<file path="src/rtl/fir_filter_pkg.sv">
// Shared constants, FSM state type and fixed Q1.15 coefficient set for the FIR MAC datapath.
package fir_filter_pkg;

   localparam int DATABITS   = 16;
   localparam int COEFFBITS  = 16;
   localparam int TAPS       = 8;
   localparam int FRACBITS   = 15;
   localparam int ACCBITS    = DATABITS + COEFFBITS + $clog2(TAPS);
   localparam int CLK_PERIOD = 10;

   typedef enum logic [1:0] {
      IDLE,
      MAC,
      OUT
   } state_t;

   localparam logic signed [COEFFBITS-1:0] COEFFS [TAPS] = '{
      16'sh4000, 16'sh4000, 16'sh4000, 16'sh2000,
      16'sh1000, 16'sh0800, 16'sh0000, 16'sh0000
   };

endpackage

</file>
<file path="src/rtl/fir_delayline.sv">
// Circular sample history: one write port, one combinational indexed read port, flushable.
module fir_delayline #(
   parameter int DATABITS = 16,
   parameter int TAPS     = 8,
   parameter int PTRBITS  = $clog2(TAPS)
) (
   input  logic                clk,
   input  logic                rst,
   input  logic                clr,
   input  logic                wr_en,
   input  logic [PTRBITS-1:0]  wr_addr,
   input  logic [DATABITS-1:0] wr_data,
   input  logic [PTRBITS-1:0]  rd_addr,
   output logic [DATABITS-1:0] rd_data
);

   logic [DATABITS-1:0] mem [TAPS];

   // NOTE: the history is reset and flushed explicitly because stale samples would leak into
   // the first TAPS-1 results; this keeps it in flops rather than a RAM macro.
   always_ff @(posedge clk or posedge rst) begin
      if (rst) begin
         for (int i = 0; i < TAPS; i++) mem[i] <= '0;
      end else if (clr) begin
         for (int i = 0; i < TAPS; i++) mem[i] <= '0;
      end else if (wr_en) begin
         // NOTE: non-blocking so every reader in this edge sees the pre-edge contents.
         mem[wr_addr] <= wr_data;
      end
   end

   assign rd_data = mem[rd_addr];

endmodule

</file>
<file path="src/rtl/fir_mac.sv">
// Serial FIR filter: one multiply-accumulate per cycle, saturated result with load/clear strobes
// for a downstream output register.
module fir_mac #(
   parameter int DATABITS  = fir_filter_pkg::DATABITS,
   parameter int COEFFBITS = fir_filter_pkg::COEFFBITS,
   parameter int TAPS      = fir_filter_pkg::TAPS,
   parameter int FRACBITS  = fir_filter_pkg::FRACBITS
) (
   input  logic                clk,
   input  logic                rst,
   input  logic                clr_in,
   input  logic                valid_in,
   input  logic [DATABITS-1:0] data_in,
   output logic                ready_out,
   output logic [DATABITS-1:0] data_out,
   output logic                ld_out,
   output logic                clr_out,
   output logic                busy_out
);

   import fir_filter_pkg::*;

   localparam int PTRBITS = $clog2(TAPS);
   localparam int ACCBITS = DATABITS + COEFFBITS + PTRBITS;
   localparam logic [PTRBITS-1:0] LAST_TAP = PTRBITS'(TAPS - 1);
   localparam logic signed [ACCBITS-1:0] SAT_MAX =
      {{(ACCBITS - DATABITS + 1){1'b0}}, {(DATABITS - 1){1'b1}}};
   localparam logic signed [ACCBITS-1:0] SAT_MIN = ~SAT_MAX;

   state_t                     state;
   logic [PTRBITS-1:0]         wr_ptr;
   logic [PTRBITS-1:0]         k;
   logic [PTRBITS-1:0]         rd_addr;
   logic signed [ACCBITS-1:0]  acc;
   logic signed [ACCBITS-1:0]  prod_ext;
   logic signed [ACCBITS-1:0]  acc_shift;
   logic signed [DATABITS-1:0] tap_data;
   logic signed [DATABITS-1:0] sat_val;
   logic                       accept;

   // A flush in the same cycle as valid_in discards the sample.
   assign accept  = valid_in && ready_out && (state == IDLE) && !clr_in;
   // wr_ptr already points past the newest sample once MAC starts.
   assign rd_addr = wr_ptr - PTRBITS'(1) - k;

   fir_delayline #(
      .DATABITS (DATABITS),
      .TAPS     (TAPS),
      .PTRBITS  (PTRBITS)
   ) u_delayline (
      .clk     (clk),
      .rst     (rst),
      .clr     (clr_in),
      .wr_en   (accept),
      .wr_addr (wr_ptr),
      .wr_data (data_in),
      .rd_addr (rd_addr),
      .rd_data (tap_data)
   );

   // Operands widened before multiplying so the product is formed at full accumulator width.
   assign prod_ext = ACCBITS'(COEFFS[k]) * ACCBITS'(tap_data);

   // NOTE: every branch assigns sat_val and acc_shift is set first, so no latch is inferred.
   always_comb begin
      acc_shift = acc >>> FRACBITS;
      if (acc_shift > SAT_MAX)
         sat_val = SAT_MAX[DATABITS-1:0];
      else if (acc_shift < SAT_MIN)
         sat_val = SAT_MIN[DATABITS-1:0];
      else
         sat_val = acc_shift[DATABITS-1:0];
   end

   always_ff @(posedge clk or posedge rst) begin
      if (rst) begin
         state     <= IDLE;
         wr_ptr    <= '0;
         k         <= '0;
         acc       <= '0;
         data_out  <= '0;
         ld_out    <= 1'b0;
         clr_out   <= 1'b0;
         busy_out  <= 1'b0;
         ready_out <= 1'b0;
      end else begin
         clr_out <= clr_in;
         ld_out  <= 1'b0;
         if (clr_in) begin
            state     <= IDLE;
            wr_ptr    <= '0;
            k         <= '0;
            acc       <= '0;
            busy_out  <= 1'b0;
            ready_out <= 1'b1;
         end else begin
            unique case (state)
               IDLE: begin
                  if (accept) begin
                     wr_ptr    <= wr_ptr + PTRBITS'(1);
                     acc       <= '0;
                     k         <= '0;
                     state     <= MAC;
                     busy_out  <= 1'b1;
                     ready_out <= 1'b0;
                  end else begin
                     ready_out <= 1'b1;
                  end
               end
               MAC: begin
                  acc <= acc + prod_ext;
                  k   <= k + PTRBITS'(1);
                  if (k == LAST_TAP) state <= OUT;
               end
               OUT: begin
                  data_out  <= sat_val;
                  ld_out    <= 1'b1;
                  state     <= IDLE;
                  busy_out  <= 1'b0;
                  ready_out <= 1'b1;
               end
               default: state <= IDLE;
            endcase
         end
      end
   end

endmodule

</file>
<file path="config.mk">
export PLATFORM = sky130hd
export DESIGN_NAME = fir_mac
export DESIGN_NICKNAME = d
export VERILOG_FILES = /design/src/rtl/fir_filter_pkg.sv /design/src/rtl/fir_delayline.sv /design/src/rtl/fir_mac.sv
export SDC_FILE = /design/constraint.sdc
export NUM_CORES = 1
export LEC_CHECK = 0
export BUFFER_PORTS_ARGS = -buffer_cell sky130_fd_sc_hd__buf_2
export CAP_MARGIN = 20
export CORE_ASPECT_RATIO = 0.75
export CORE_MARGIN = 1
export CORE_UTILIZATION = 55
export CTS_BUF_LIST = sky130_fd_sc_hd__clkbuf_4
export DETAILED_ROUTE_END_ITERATION = 10
export PLACE_DENSITY = 0.72
export SYNTH_ARGS = -nofsm -noshare
export SYNTH_HDL_FRONTEND = slang
export SYNTH_HIERARCHICAL = 1
export SYNTH_SLANG_ARGS = --single-unit
</file>
<file path="constraint.sdc">
create_clock -name clk -period 16.05 [get_ports clk]
set_clock_uncertainty 0.05 [all_clocks]
set_input_delay 1.605 -clock clk [delete_from_list [all_inputs] [get_ports clk]]
set_output_delay 1.605 -clock clk [all_outputs]
set_load 0.01 [all_outputs]
</file>
==> results_dict.tcl <==
set metrics [dict create \
    status "completed" \
    power_leakage_nw 6.63 \
    total_power_uw 856 \
    postCtsSetupBuffers 0 \
    setup_tns_ns 0 \
    grt_pass1_vias 8834 \
    cts_sinks 180 \
    clock_latency_ns 0.60 \
    cp-end-kind "register" \
    vias_per_cell 5.68 \
    path_buf_inv 4 \
    vdd_drop_max_uv 49.2 \
    switching_share_pct 28.7 \
    core_area_um2 22100 \
    numCtsBuffers 17 \
    drt-pass1-iter-count 5 \
    start_util_pct 56.3 \
    drc 0 \
    p_per_area_nw_per_um2 66.3 \
    min_path_type "reg2reg" \
    synth_cells 1302 \
    slew_viol_final 0 \
    cts_tree "built" \
    cp-start-kind "register" \
    nNetsFinal 1465 \
    fmax_ghz 0.124 \
    wl_per_cell_um 16.9 \
    synth_edf_count 0 \
    hpwlAfterDp_mm 18.9 \
    clock_path_buffers 2 \
    syn-num-nets 1491 \
    layout_min_cycle_time_ns 8.08 \
    rsz0062_at_grt "false" \
    overflow 0 \
    die_x_um 176 \
    drt-initial-drc-count 749 \
    yosysSeqAreaShare_pct 36.2 \
    cts_hold_buffers 0 \
    hold_viol 0 \
    synth_seq_cells 180 \
    ios 40 \
    ys_types 61 \
    die_h_um 132 \
    num_vias 8990 \
    drive_gt1_share_pct 9.31 \
    rows 47 \
    pwr-share-seq_pct 54.4 \
    syn_area_um2 12500 \
    path_max_fanout 32 \
    required_ns 16.50 \
    crit_family "adder cells" \
    dieArea_um2 23300 \
    grt_first_pass_wirelength_mm 45.1 \
    cts_resized 0 \
    clk_pin_slew_ns 0.15 \
    final-setup-viol-count 0 \
    grt_max_degree 85 \
    finalWirelength_mm 26.8 \
    cts_root_buffer "clkbuf_4" \
    syn_area_per_cell_um2 9.56 \
    io_buffers 39 \
    tightest_slew_ns 1.12 \
    grtUsageTotal_pct 24.5 \
    synth_ff_type "dfrtp_1" \
    period_share_pct 50.3 \
    pwr-share-clk_pct 33.0 \
    area_growth_pct 3.63 \
    cp.arrival_ns 8.53 \
    internal-power_uw 610 \
    p_comb_share_pct 12.6 \
    maxSlewHeadroom_pct 25.1 \
    power.switching_uw 246 \
    async_flop_share_pct 100 \
    cp_slowest_stage_delay_ns 0.62 \
    gp_congestion 0.839 \
    cp_common_cell "fa_1" \
    worst_path_max_delay_cell "mux4_1" \
    maxCapViolCount 0 \
    criticalPathCategory "reg2reg" \
    yosysWarnings 6 \
    drtAntennaViolNets 0 \
    h-tree-depth 4 \
    antenna_found_initial 1 \
]
[per-layer routing]
layer  wire (um)  part of all wire (%)  vias to the layer above  track usage (%)
met5           0                     0                        -                0
met4         204                  0.76                        0             4.44
met3        1530                   5.7                       21             4.84
met2       12700                    47                      247             38.2
met1       12400                    46                     4460             36.0
li1            -                     -                     4262                -
[layout make-up]
class / instances / area (um^2)
tap: 294 / 368
multi-input combinational: 917 / 7030
sequential: 180 / 4500
clock buffer: 19 / 143
inverter: 113 / 427
fill: 1942 / 9210
timing repair buffer: 47 / 265
clock inverter: 13 / 168
antenna: 1 / 2.50
[per-stage QoR]
| stage | util, % | hold slack, ns | cell area, um^2 | std cells | setup slack, ns |
|---|---|---|---|---|---|
| floorplan | - | 0.416 | 12500 | 1302 | 8.83 |
| global placement | 56.9 | 0.401 | 12600 | 1550 | 8.14 |
| detailed placement | 56.9 | 0.405 | 12600 | 1551 | 7.99 |
| CTS | 58.4 | 0.440 | 12900 | 1583 | 7.96 |
| global route | 58.4 | 0.469 | 12900 | 1584 | 7.47 |
| finish | 58.4 | 0.433 | 12900 | 1584 | 7.97 |
[Yosys cell counts (8+ instances only)]
cell type | instances | area, um^2
nand2_1 | 341 | 1280
dfrtp_1 | 180 | 4500
a21oi_1 | 146 | 731
inv_1 | 113 | 424
ha_1 | 110 | 1380
fa_1 | 59 | 1180
clkbuf_1 | 47 | 176
o21ai_0 | 38 | 190
and3_1 | 26 | 163
buf_4 | 23 | 173
mux4_1 | 22 | 578
and2_1 | 21 | 131
nor2_1 | 21 | 78.8
mux2_2 | 16 | 180
xnor2_1 | 12 | 105
xor2_1 | 11 | 96.3
mux4_2 | 10 | 225
a22o_1 | 8 | 70.1
buf_2 | 8 | 40.0
clkbuf_2 | 8 | 40.0
[power groups by stage]
stage,combinational [mW],sequential (mW),clock (mW)
final,0.108,0.466,0.283
after global routing,0.116,0.467,0.310
after CTS,0.108,0.466,0.293
after detailed placement,0.108,0.474,0
after global placement,0.106,0.474,0
after floorplan,0.0922,0.472,0
[worst reg2reg max path: stages, from the launching register on]
cell and delay [ns]:
dfrtp_1 0.61, ha_1 0.32, fa_1 0.39, xnor2_1 0.23
xnor2_2 0.13, buf_4 0.48, mux4_1 0.64, mux2_2 0.31
nand3_1 0.12, fa_1 0.40, inv_1 0.09, fa_1 0.39
ha_1 0.22, fa_1 0.48, fa_1 0.49, inv_1 0.05
fa_1 0.53, inv_1 0.04, ha_1 0.35, a21o_1 0.22
a221oi_2 0.37, o21ai_2 0.16, a41oi_4 0.32, a211oi_1 0.12
a31o_1 0.21, a211o_1 0.26
[logic make-up (layout without fill, tap and decap cells)]
kind of cell	after synthesis	after routing	share of synthesized area [%]
and+or+nand+nor	456	456	16.2
xor gates and xnor gates	23	23	1.62
other	0	1	0
AOI/OAI and AO/OA	218	218	9.85
DFF	180	180	36.2
buffers and inverters	205	192	7.48
muxes	51	51	8.14
adders and majority gates	169	169	20.5
[registers in the layout (all words and copies together), names as in the netlist]
register         count
ready_out            1
acc                 24
ld_out               1
busy_out             1
k                    3
data_out            16
wr_ptr               3
clr_out              1
u_delayline/mem    128
state                2
[final timing paths]
kind	start	endpoint	slack, ns	cells past startpoint
worst max-delay path	wr_ptr[0]	acc[34]	7.97	25
worst max register to register	wr_ptr[0]	acc[34]	7.97	25
max in group asynchronous	rst	u_delayline/mem[33]	13.46	3
min in group asynchronous	rst	u_delayline/mem[124]	1.07	2
worst min-delay path	data_out[13]	data_out[13]	0.43	2
worst min register to register	data_out[13]	data_out[13]	0.43	2
[placed cells by master (no fill, tap or decap), types with 3 or more instances in the layout]
cell type and instances:
nand3b_1 3, bufinv_16 3, nor3_1 4, xnor2_1 11, o21bai_1 4, xor2_1 11
inv_6 4, nor2_1 20, nand4bb_1 3, a22o_1 8, buf_4 8, mux4_1 22
and3_1 26, nand4b_1 3, and2_1 21, mux4_2 10, nand2_1 341, inv_1 111
mux2i_1 3, a211oi_1 4, a21oi_1 146, nor2b_1 7, mux2_2 16, nand4_1 3
fa_1 59, o21ai_0 38, dfrtp_1 180, and4bb_2 3, clkbuf_4 19, and4b_1 3
ha_1 110, nand3_1 7, buf_2 38
Note: power is estimated with default switching activity, not from simulation.
